File: config.mk
export PLATFORM = sky130hd
export DESIGN_NAME = burst_rr_arbiter
export DESIGN_NICKNAME = d
export VERILOG_FILES = /design/src/rtl/burst_rr_arbiter.sv
export SDC_FILE = /design/constraint.sdc
export NUM_CORES = 1
export LEC_CHECK = 0
export CORE_AREA = 10 10 96 141
export CTS_BUF_LIST = sky130_fd_sc_hd__clkbuf_4 sky130_fd_sc_hd__clkbuf_8
export DETAILED_ROUTE_END_ITERATION = 8
export DIE_AREA = 0 0 106 151
export GPL_TIMING_DRIVEN = 0
export PLACE_DENSITY_LB_ADDON = 0.2
export REMOVE_ABC_BUFFERS = 1
export SLEW_MARGIN = 20
export SYNTH_ARGS = -nofsm -noshare
export SYNTH_HDL_FRONTEND = slang
export SYNTH_SLANG_ARGS = --single-unit
File: constraint.sdc
create_clock -name CLK -period 3.8 [get_ports CLK]
set_input_delay 0.76 -clock CLK [delete_from_list [all_inputs] [get_ports CLK]]
set_output_delay 0.76 -clock CLK [all_outputs]
set_load 0.01 [all_outputs]
File: src/rtl/burst_rr_arbiter.sv
// Round-robin burst arbiter: drains first-word-fall-through source FIFOs into a single sink,
// one grant at a time, each grant capped at BURST_MAX words. Define BURST_RR_ARBITER_STATS_EN for STALL_CNT.
module burst_rr_arbiter #(
    parameter int WIDTH = 5,
    parameter int DSIZE = 32,
    parameter int BW    = 8
) (
    input  logic                     CLK,
    input  logic                     RST,
    input  logic [WIDTH-1:0]         SRC_EMPTY,
    input  logic [WIDTH*DSIZE-1:0]   SRC_DATA,
    output logic [WIDTH-1:0]         SRC_READ,
    input  logic [WIDTH-1:0]         SRC_ENABLE,
    input  logic [BW-1:0]            BURST_MAX,
    input  logic                     OUT_READY,
    output logic                     OUT_WRITE,
    output logic [DSIZE-1:0]         OUT_DATA,
    output logic [$clog2(WIDTH)-1:0] GRANT_ID,
    output logic                     BUSY
`ifdef BURST_RR_ARBITER_STATS_EN
    ,
    output logic [15:0]              STALL_CNT
`endif
);

    localparam int GW = $clog2(WIDTH);

    typedef enum logic [0:0] {
        ST_IDLE  = 1'b0,
        ST_GRANT = 1'b1
    } state_t;

    state_t            state_q, state_d;
    logic [GW-1:0]     ptr_q, ptr_d;
    logic [GW-1:0]     grant_q, grant_d;
    logic [BW-1:0]     cnt_q, cnt_d;
    logic              out_write_q, out_write_d;
    logic [DSIZE-1:0]  out_data_q, out_data_d;

    logic [WIDTH-1:0]  req_s;
    logic              hit_s;
    logic [GW-1:0]     hit_idx_s;
    int                cand_s;
    logic              cur_empty_s;
    logic              cur_enable_s;
    logic              quota_hit_s;
    logic              pop_s;
    logic              exit_s;

    assign req_s        = SRC_ENABLE & ~SRC_EMPTY;
    assign cur_empty_s  = SRC_EMPTY[grant_q];
    assign cur_enable_s = SRC_ENABLE[grant_q];
    // ">=" rather than "==" so a BURST_MAX lowered below the running count ends the burst at once.
    assign quota_hit_s  = (BURST_MAX != {BW{1'b0}}) && (cnt_q >= BURST_MAX);
    assign pop_s        = (state_q == ST_GRANT) && OUT_READY && !cur_empty_s
                          && cur_enable_s && !quota_hit_s;
    assign exit_s       = cur_empty_s || !cur_enable_s || quota_hit_s;

    // Round-robin search for the first requesting source at or after ptr_q.
    always_comb begin
        hit_s     = 1'b0;
        hit_idx_s = {GW{1'b0}};
        cand_s    = 0;
        for (int i = 0; i < WIDTH; i++) begin
            cand_s = int'(ptr_q) + i;
            if (cand_s >= WIDTH) begin
                cand_s = cand_s - WIDTH;
            end else begin
                cand_s = cand_s;
            end
            if (!hit_s && req_s[cand_s]) begin
                hit_s     = 1'b1;
                hit_idx_s = cand_s[GW-1:0];
            end else begin
                hit_s     = hit_s;
            end
        end
    end

    // Pop strobe back to the granted FIFO.
    always_comb begin
        SRC_READ = {WIDTH{1'b0}};
        if (pop_s) begin
            SRC_READ[grant_q] = 1'b1;
        end else begin
            SRC_READ = {WIDTH{1'b0}};
        end
    end

    // Next-state logic for the IDLE/GRANT controller and the output pipeline.
    always_comb begin
        state_d     = state_q;
        ptr_d       = ptr_q;
        grant_d     = grant_q;
        cnt_d       = cnt_q;
        out_write_d = 1'b0;
        out_data_d  = out_data_q;
        case (state_q)
            ST_IDLE: begin
                if (hit_s) begin
                    state_d = ST_GRANT;
                    grant_d = hit_idx_s;
                    cnt_d   = {BW{1'b0}};
                end else begin
                    state_d = ST_IDLE;
                end
            end
            ST_GRANT: begin
                if (pop_s) begin
                    out_write_d = 1'b1;
                    out_data_d  = SRC_DATA[int'(grant_q)*DSIZE +: DSIZE];
                    if (cnt_q != {BW{1'b1}}) begin
                        cnt_d = cnt_q + {{(BW-1){1'b0}}, 1'b1};
                    end else begin
                        cnt_d = cnt_q;
                    end
                end else begin
                    out_write_d = 1'b0;
                end
                // Pop and exit are mutually exclusive: every exit cause also blocks the pop.
                if (exit_s) begin
                    state_d = ST_IDLE;
                    if (grant_q == GW'(WIDTH-1)) begin
                        ptr_d = {GW{1'b0}};
                    end else begin
                        ptr_d = grant_q + {{(GW-1){1'b0}}, 1'b1};
                    end
                end else begin
                    state_d = ST_GRANT;
                end
            end
            default: begin
                state_d = ST_IDLE;
            end
        endcase
    end

    // Controller and output registers.
    always_ff @(posedge CLK or posedge RST) begin
        if (RST) begin
            state_q     <= ST_IDLE;
            ptr_q       <= {GW{1'b0}};
            grant_q     <= {GW{1'b0}};
            cnt_q       <= {BW{1'b0}};
            out_write_q <= 1'b0;
            out_data_q  <= {DSIZE{1'b0}};
        end else begin
            state_q     <= state_d;
            ptr_q       <= ptr_d;
            grant_q     <= grant_d;
            cnt_q       <= cnt_d;
            out_write_q <= out_write_d;
            out_data_q  <= out_data_d;
        end
    end

    assign OUT_WRITE = out_write_q;
    assign OUT_DATA  = out_data_q;
    assign GRANT_ID  = grant_q;
    assign BUSY      = (state_q == ST_GRANT);

`ifdef BURST_RR_ARBITER_STATS_EN
    logic [15:0] stall_cnt_q, stall_cnt_d;

    // Counts granted cycles where data is waiting but the sink is full.
    always_comb begin
        stall_cnt_d = stall_cnt_q;
        if (BUSY && !cur_empty_s && !OUT_READY && (stall_cnt_q != 16'hFFFF)) begin
            stall_cnt_d = stall_cnt_q + 16'd1;
        end else begin
            stall_cnt_d = stall_cnt_q;
        end
    end

    // Stall counter register.
    always_ff @(posedge CLK or posedge RST) begin
        if (RST) begin
            stall_cnt_q <= 16'd0;
        end else begin
            stall_cnt_q <= stall_cnt_d;
        end
    end

    assign STALL_CNT = stall_cnt_q;
`endif

endmodule

==> insert_results.sql, run 1 <==
INSERT INTO impl_metrics (metric_group, metric, value, unit) VALUES
('outcome', 'run_status', 'complete, no violations', ''),
('setup_path', 'crit_path_top_delay_cell', 'clkdlybuf4s50_1', ''),
('power_and_ir_drop', 'p_switching', '2560', 'uW'),
('placement', 'dp_hpwl', '16.1', 'mm'),
('synthesis', 'ys_types', '72', ''),
('clock_tree', 'numCtsBuffers', '5', ''),
('min_path', 'worstHoldPathType', 'reg2reg', ''),
('placement', 'postPlaceCellArea', '0.00702', 'sq mm'),
('power_and_ir_drop', 'seq_power_share', '20.3', '%'),
('floorplan', 'effective_utilization_at_floorplan', '42.6', '%'),
('synthesis', 'synth_edf_count', '0', ''),
('floorplan', 'die_height', '151', 'um'),
('setup_path', 'timing.critical_path.buf_inv', '5', ''),
('floorplan', 'die_width', '106', 'um'),
('global_route', 'largest_net_degree_at_the_start_of_global_routing', '43', ''),
('clock_tree', 'cts_root_buf', 'clkbuf_8', ''),
('global_route', 'grt.overflow.total', '0', ''),
('timing', 'fin_crit_sh', '97.6', '%'),
('clock_tree', 'cts_sinks', '48', ''),
('timing', 'post-route-min-period', '3710', 'ps'),
('clock_tree', 'cts_max_path_buffers', '2', ''),
('floorplan', 'core.rowCount', '47', ''),
('routing', 'totalWireLength', '20.8', 'mm'),
('setup_path', 'worst_setup_path_startpoint', 'BURST_MAX[6]', ''),
('setup_path', 'critical_path.max_fanout', '7', ''),
('clock_tree', 'clkLatencyLatePin', '310', 'ps'),
('clock_tree', 'cts_max_level', '2', ''),
('setup_path', 'cp_slowest_stage_delay', '480', 'ps'),
('placement', 'dpl.cell_count', '865', ''),
('synthesis', 'yosysSeqAreaShare', '25.8', '%'),
('routing', 'number_of_antenna_violating_nets_in_the_routed_design', '0', ''),
('routing', 'drt-pass1-iter-count', '7', ''),
('cells_and_area', 'core_utilization_of_the_finished_layout', '67.3', '%'),
('synthesis', 'synth_compound_gate_area_share', '29.0', '%'),
('routing', 'drt_first_iter_violations', '415', ''),
('routing', 'route.vias.total', '5324', ''),
('power_and_ir_drop', 'combinational_power_share', '73.7', '%'),
('timing', 'highest_clock_frequency_the_design_can_meet', '270', 'MHz'),
('placement', 'io_buffers', '222', ''),
('routing', 'drc', '0', ''),
('synthesis', 'synth_top_family_by_area', 'compound AO/OA/AOI/OAI gates', ''),
('synthesis', 'postSynthRegisterBits', '48', ''),
('timing', 'relSlewSlack', '39.8', '%'),
('routing', 'avgViaCountPerCell', '5.98', ''),
('setup_path', 'critPathArrivalTime', '2950', 'ps'),
('global_route', 'grt_pass1_wl', '30.9', 'mm'),
('cells_and_area', 'finalInstanceArea', '0.00736', 'sq mm'),
('timing', 'worst-slew-pin-transition', '902', 'ps'),
('power_and_ir_drop', 'power', '5440', 'uW'),
('min_path', 'timing.hold.worst.start', 'OUT_DATA[18]', ''),
('global_route', 'grt_pass1_vias', '5368', ''),
('synthesis', 'area_fraction_in_and_or_nand_and_nor_cells_after_synthesis', '16.4', '%'),
('floorplan', 'die-area', '0.0160', 'sq mm'),
('setup_path', 'worst-setup-path-type', 'in2out', ''),
('timing', 'timing.clock.skew', '12.4', 'ps'),
('placement', 'gp_congestion', '0.927', ''),
('synthesis', 'synthCells', '532', ''),
('cells_and_area', 'num-nets-final', '947', ''),
('floorplan', 'placeableCoreArea', '0.0109', 'sq mm'),
('cells_and_area', 'post_route_cells_drive_above_1_share', '10.9', '%'),
('setup_path', 'critPathTopFamily', 'buffers and inverters', ''),
('timing', 'finalSetupViolCount', '0', ''),
('power_and_ir_drop', 'p_sw_share', '47.0', '%'),
('global_route', 'antenna_found_initial', '1', ''),
('power_and_ir_drop', 'clock_power_share', '6.0', '%'),
('setup_path', 'start_kind', 'primary input', ''),
('routing', 'route.detailed.wl_per_inst', '23.4', 'um'),
('cells_and_area', 'layout.cells.non_filler', '891', ''),
('synthesis', 'ys_dominant_reg_cell', 'dfrtp_1', ''),
('power_and_ir_drop', 'pwr_density_cell', '739', 'mW/mm^2'),
('timing', 'slew_viol_final', '0', '');
state kept, by name (all words and copies together), names as in the netlist:
signal,cells
OUT_DATA,32
OUT_WRITE,1
GRANT_ID,3
cnt_q,8
ptr_q,3
BUSY,1
cells in the mapped netlist (all sizes together) (4+ instances only):
cell / n / share of area (%)
a21oi: 52 / 5.9
nor2: 51 / 4.1
dfrtp: 48 / 26
mux2i: 46 / 10
o21a: 25 / 4.0
o221ai: 25 / 4.7
ha: 24 / 6.4
buf: 21 / 2.6
clkbuf: 21 / 1.7
inv: 21 / 1.7
nand2: 18 / 1.4
a22oi: 17 / 2.7
a31oi: 14 / 2.2
nor2b: 14 / 1.9
o21ai: 10 / 1.1
mux4: 8 / 3.9
nor3: 8 / 0.97
and3: 7 / 0.94
nand2b: 7 / 0.94
nand3: 7 / 0.75
a211oi: 6 / 1.1
a21o: 6 / 0.97
xor2: 5 / 0.94
and2b: 4 / 0.64
and3b: 4 / 0.75
mux2: 4 / 0.97
nand3b: 4 / 0.64
nor3b: 4 / 0.64
power by group through the flow:
stage / logic (uW) / clock network [uW] / registers (uW)
after floorplan: 2260 / 0 / 1190
after global routing: 4320 / 350 / 1150
final: 4010 / 325 / 1110
after detailed placement: 3690 / 0 / 1150
after CTS: 3850 / 333 / 1100
after global placement: 3450 / 0 / 1220
logic make-up (layout without fill, tap and decap cells):
group,Yosys count,after routing
fa+ha+maj,24,24
flops,48,48
mux,58,58
simple gates,144,144
buf+inv,64,275
other cells,0,1
xor+xnor,8,8
compound gates,186,186
final timing paths:
| kind | slack (ps) | endpoint | cells past startpoint |
|---|---|---|---|
| worst max-delay path | 90 | SRC_READ[0] | 11 |
| worst min-delay path | 500 | OUT_DATA[18] | 1 |
| worst max register to register | 160 | GRANT_ID[2] | 11 |
| worst min register to register | 500 | OUT_DATA[18] | 1 |
| max in group asynchronous | 2520 | ptr_q[0] | 3 |
| min in group asynchronous | 750 | OUT_DATA[21] | 2 |
final cells by class:
class / count / area, sq um
Fill cell: 906 / 3570
Inverter: 22 / 83.8
Multi-Input combinational cell: 420 / 3230
Clock buffer: 6 / 82.6
Timing Repair Buffer: 245 / 2550
Antenna cell: 1 / 2.50
Tap cell: 147 / 184
Clock inverter: 2 / 15.0
Sequential cell: 48 / 1210
layer usage:
layer | share of wire, % | GRT usage [%] | wire, um
met1 | 37 | 26.2 | 7660
met2 | 53 | 44.5 | 11000
met3 | 7.1 | 5.27 | 1480
met4 | 3.3 | 9.51 | 680
met5 | 0 | 0 | 0
layout by cell type (no fill, tap or decap), types with 3 or more instances in the layout:
cell,Yosys,routed
xor2_1,5,5
nand3_1,7,7
and2b_1,4,4
a31oi_1,13,13
mux2i_1,45,45
nor4_1,3,3
nand4_1,3,3
a211oi_1,5,5
a21oi_1,50,48
mux4_2,8,8
inv_2,1,3
nand3b_1,4,4
nand2_1,18,18
o21ai_0,9,9
dfrtp_1,48,42
o22ai_1,3,3
o2111ai_1,3,3
and3_1,7,7
nor3_1,7,7
o31a_1,3,3
nand2b_1,7,7
buf_6,4,4
clkdlybuf4s50_1,0,215
mux2_2,4,4
buf_16,0,3
nor2b_1,13,12
a21o_1,6,6
xnor2_1,3,3
clkbuf_8,0,6
nor2_1,51,50
inv_1,20,18
nor3b_1,4,3
and3b_1,4,4
dfrtp_2,0,4
buf_4,0,14
ha_1,24,22
o221ai_1,25,25
o21a_1,25,25
a22oi_1,17,16
metrics by stage:
step	setup WS, ps	hold WS, ps	setup TNS [ps]
CTS	4.07	499	0
finish	92.9	496	0
global route	-29.2	503	-29.2
global placement	-5630	473	-221420
floorplan	-2720	507	-102270
detailed placement	-948	479	-7330
what timing repair did:
action                                 CTS  global route
pin swaps                                4             4
resized for setup                       26            17
endpoints found under the hold margin    0             0
gates cloned                             2             0
hold buffers                             0             0
setup endpoints to repair               17            17
buffers inserted                         8             7
(Power assumes the default switching activity.)
==> run 2, diff against run 1 <==
--- a/config.mk
+++ b/config.mk
@@ -9,7 +9,6 @@
 export CTS_BUF_LIST = sky130_fd_sc_hd__clkbuf_4 sky130_fd_sc_hd__clkbuf_8
 export DETAILED_ROUTE_END_ITERATION = 8
 export DIE_AREA = 0 0 106 151
-export GPL_TIMING_DRIVEN = 0
 export PLACE_DENSITY_LB_ADDON = 0.2
 export REMOVE_ABC_BUFFERS = 1
 export SLEW_MARGIN = 20
==> run 2 against run 1 <==
  * Final cell count fell by 0.11%
  * Critical endpoint unchanged
  * Sequential share of layout area increased by 0.43 points
  * Critical path type unchanged
  * Count of clock-buffer cells in the layout is the same
  * Hold slack got worse by 2.7 ps
==> insert_results.sql, run 2 (synthesized netlist as in run 1, its figures left out) <==
INSERT INTO impl_metrics (metric_group, metric, value, unit) VALUES
('power_and_ir_drop', 'cellLeakagePower', '0.00286', 'uW'),
('timing', 'relSlewSlack', '33.7', '%'),
('cells_and_area', 'num-nets-final', '946', ''),
('timing', 'timing_hold_violations_final', '0', ''),
('clock_tree', 'tritoncts', 'yes', ''),
('routing', 'drt-pass1-iter-count', '5', ''),
('routing', 'route.met2.wl', '10.8', 'mm'),
('timing', 'post-route-min-period', '3690', 'ps'),
('routing', 'highest_layer', 'met5', ''),
('cells_and_area', 'layout-area-overhead-vs-synth', '52.9', '%'),
('setup_path', 'worst-setup-path-type', 'in2out', ''),
('outcome', 'run_status', 'complete, no violations', ''),
('floorplan', 'design.portCount', '223', ''),
('timing', 'fin_crit_sh', '97.0', '%'),
('cells_and_area', 'mostFrequentLayoutCells', '217 x clkdlybuf4s50_1, 51 x nor2_1, 48 x a21oi_1, 45 x dfrtp_1, 45 x mux2i_1', ''),
('clock_tree', 'cts.reportedPaths.clkPinSlew', '80', 'ps'),
('floorplan', 'core.rowCount', '47', ''),
('flow_run', 'maxCapViolations', '0', ''),
('cells_and_area', 'layout.cells.non_filler', '890', ''),
('setup_path', 'r2r-start', 'ptr_q[1]', ''),
('routing', 'route.detailed.wl_per_inst', '22.9', 'um'),
('timing', 'grt_setup_unrepaired', 'no', ''),
('timing', 'worst-slew-pin-transition', '993', 'ps'),
('clock_tree', 'numCtsBuffers', '5', ''),
('clock_tree', 'cts_max_path_buffers', '2', ''),
('global_route', 'largest_net_degree_at_the_start_of_global_routing', '73', ''),
('routing', 'drc', '0', ''),
('routing', 'avgViaCountPerCell', '5.87', ''),
('power_and_ir_drop', 'vdd.ir_drop.worst', '0.592', 'mV'),
('setup_path', 'critical_path_required_time', '3040', 'ps'),
('setup_path', 'worst_setup_path_startpoint', 'BURST_MAX[5]', ''),
('routing', 'drt_first_iter_violations', '279', ''),
('floorplan', 'die_width', '106', 'um'),
('setup_path', 'critical_path.max_fanout', '4', ''),
('global_route', 'grt_pass1_wl', '30.5', 'mm'),
('clock_tree', 'cts_root_buf', 'clkbuf_8', ''),
('timing', 'timing.clock.skew', '4.86', 'ps'),
('global_route', 'gr-usage-all-layers', '23.9', '%'),
('routing', 'wirelength_met1', '7.31', 'mm'),
('min_path', 'timing.hold.worst.start', 'OUT_DATA[14]', ''),
('clock_tree', 'clkLatencyLatePin', '300', 'ps'),
('power_and_ir_drop', 'pwr_density_cell', '739', 'mW/mm^2'),
('timing', 'finalSetupViolCount', '0', ''),
('floorplan', 'placeableCoreArea', '0.0109', 'sq mm'),
('routing', 'routed-wl-met3', '1.56', 'mm'),
('floorplan', 'effective_utilization_at_floorplan', '42.6', '%'),
('timing', 'highest_clock_frequency_the_design_can_meet', '271', 'MHz'),
('clock_tree', 'cts-hold-fix-buffers', '0', ''),
('floorplan', 'die_height', '151', 'um'),
('min_path', 'worstHoldPathType', 'reg2reg', ''),
('cells_and_area', 'largest_register_ffs', '32', ''),
('global_route', 'grt.overflow.total', '0', ''),
('cells_and_area', 'most_common_library_cell_in_the_layout_ignoring_fill_and_taps', 'clkdlybuf4s50_1', ''),
('global_route', 'grt_pass1_vias', '5363', ''),
('setup_path', 'start_kind', 'primary input', ''),
('cells_and_area', 'post_route_cells_drive_above_1_share', '9.31', '%'),
('timing', 'fin_worst_hold_slack', '494', 'ps'),
('routing', 'number_of_antenna_violating_nets_in_the_routed_design', '0', ''),
('cells_and_area', 'final.fill_count', '945', ''),
('setup_path', 'endpoint_kind', 'primary output', ''),
('placement', 'dp_hpwl', '16.6', 'mm'),
('clock_tree', 'cts_max_level', '2', ''),
('min_path', 'hold_path_depth', '1', ''),
('placement', 'io_buffers', '222', ''),
('global_route', 'antenna_found_initial', '3', ''),
('setup_path', 'rr_worst_depth', '13', ''),
('setup_path', 'critPathArrivalTime', '2930', 'ps'),
('timing', 'slew_viol_final', '0', ''),
('placement', 'dpl.cell_count', '879', ''),
('placement', 'gp_congestion', '0.914', ''),
('routing', 'route.vias.total', '5220', ''),
('floorplan', 'die-area', '0.0160', 'sq mm'),
('routing', 'totalWireLength', '20.4', 'mm'),
('clock_tree', 'cts_sinks', '48', '');
## run 2: critical path: stages
cell and delay [ps]:
clkdlybuf4s50_1 470, inv_1 50, ha_1 300, a21o_1 180, a21o_1 170, a21oi_2 140
a22oi_1 140, a21oi_4 290, buf_6 150, and3b_1 140, buf_2 130
## run 2: timing repair
item,4_1_cts,5_1_grt
setup buffers,2,0
gates cloned,0,0
gates resized for setup,17,6
endpoints found under the setup margin,5,7
pin swaps,3,3
## run 2: layer usage
metal	GRT usage (%)	vias up
met3	5.49	44
li1	-	2440
met2	44.6	245
met4	9.31	2
met1	25.3	2489
met5	0	-
## run 2: path summary, 6_finish.rpt
path                                      to  slack [ps]
worst min-delay path            OUT_DATA[14]         490
min in group asynchronous        OUT_DATA[5]         910
max in group asynchronous        GRANT_ID[1]        2330
worst max register to register      cnt_q[6]         490
worst max-delay path             SRC_READ[0]         110
worst min register to register  OUT_DATA[14]         490
## run 2: where the power goes
group	internal, uW	switching (uW)	leakage, uW	total, uW
Clock	133	163	0.0000445	296
Sequential	744	174	0.000573	918
Combinational	1860	2190	0.00224	4050
## run 2: area by class of cell
class | count | area [sq um] | area share, %
multi-input cells | 420 | 3200 | 44.9
repair buffers | 244 | 2370 | 33.3
flip-flops and latches | 48 | 1200 | 16.9
well taps | 147 | 184 | 2.58
inverters | 22 | 83.8 | 1.18
clock buffers | 6 | 76.3 | 1.07
clock inverters | 1 | 5.00 | 0.0702
diodes | 2 | 5.00 | 0.0702
## run 2: stage by stage
stage | setup TNS, ps | power, uW | setup slack, ps | area [sq um] | utilization [%]
2_1_floorplan | -102270 | 3450 | -2720 | 4460 | -
3_3_place_gp | -1480 | 4840 | -307 | 7030 | 64.3
3_5_place_dp | -2300 | 4940 | -429 | 7030 | 64.3
4_1_cts | 0 | 5260 | 7.62 | 7150 | 65.3
5_1_grt | 0 | 5670 | 5.81 | 7120 | 65.1
6_report | 0 | 5260 | 114 | 7130 | 65.1
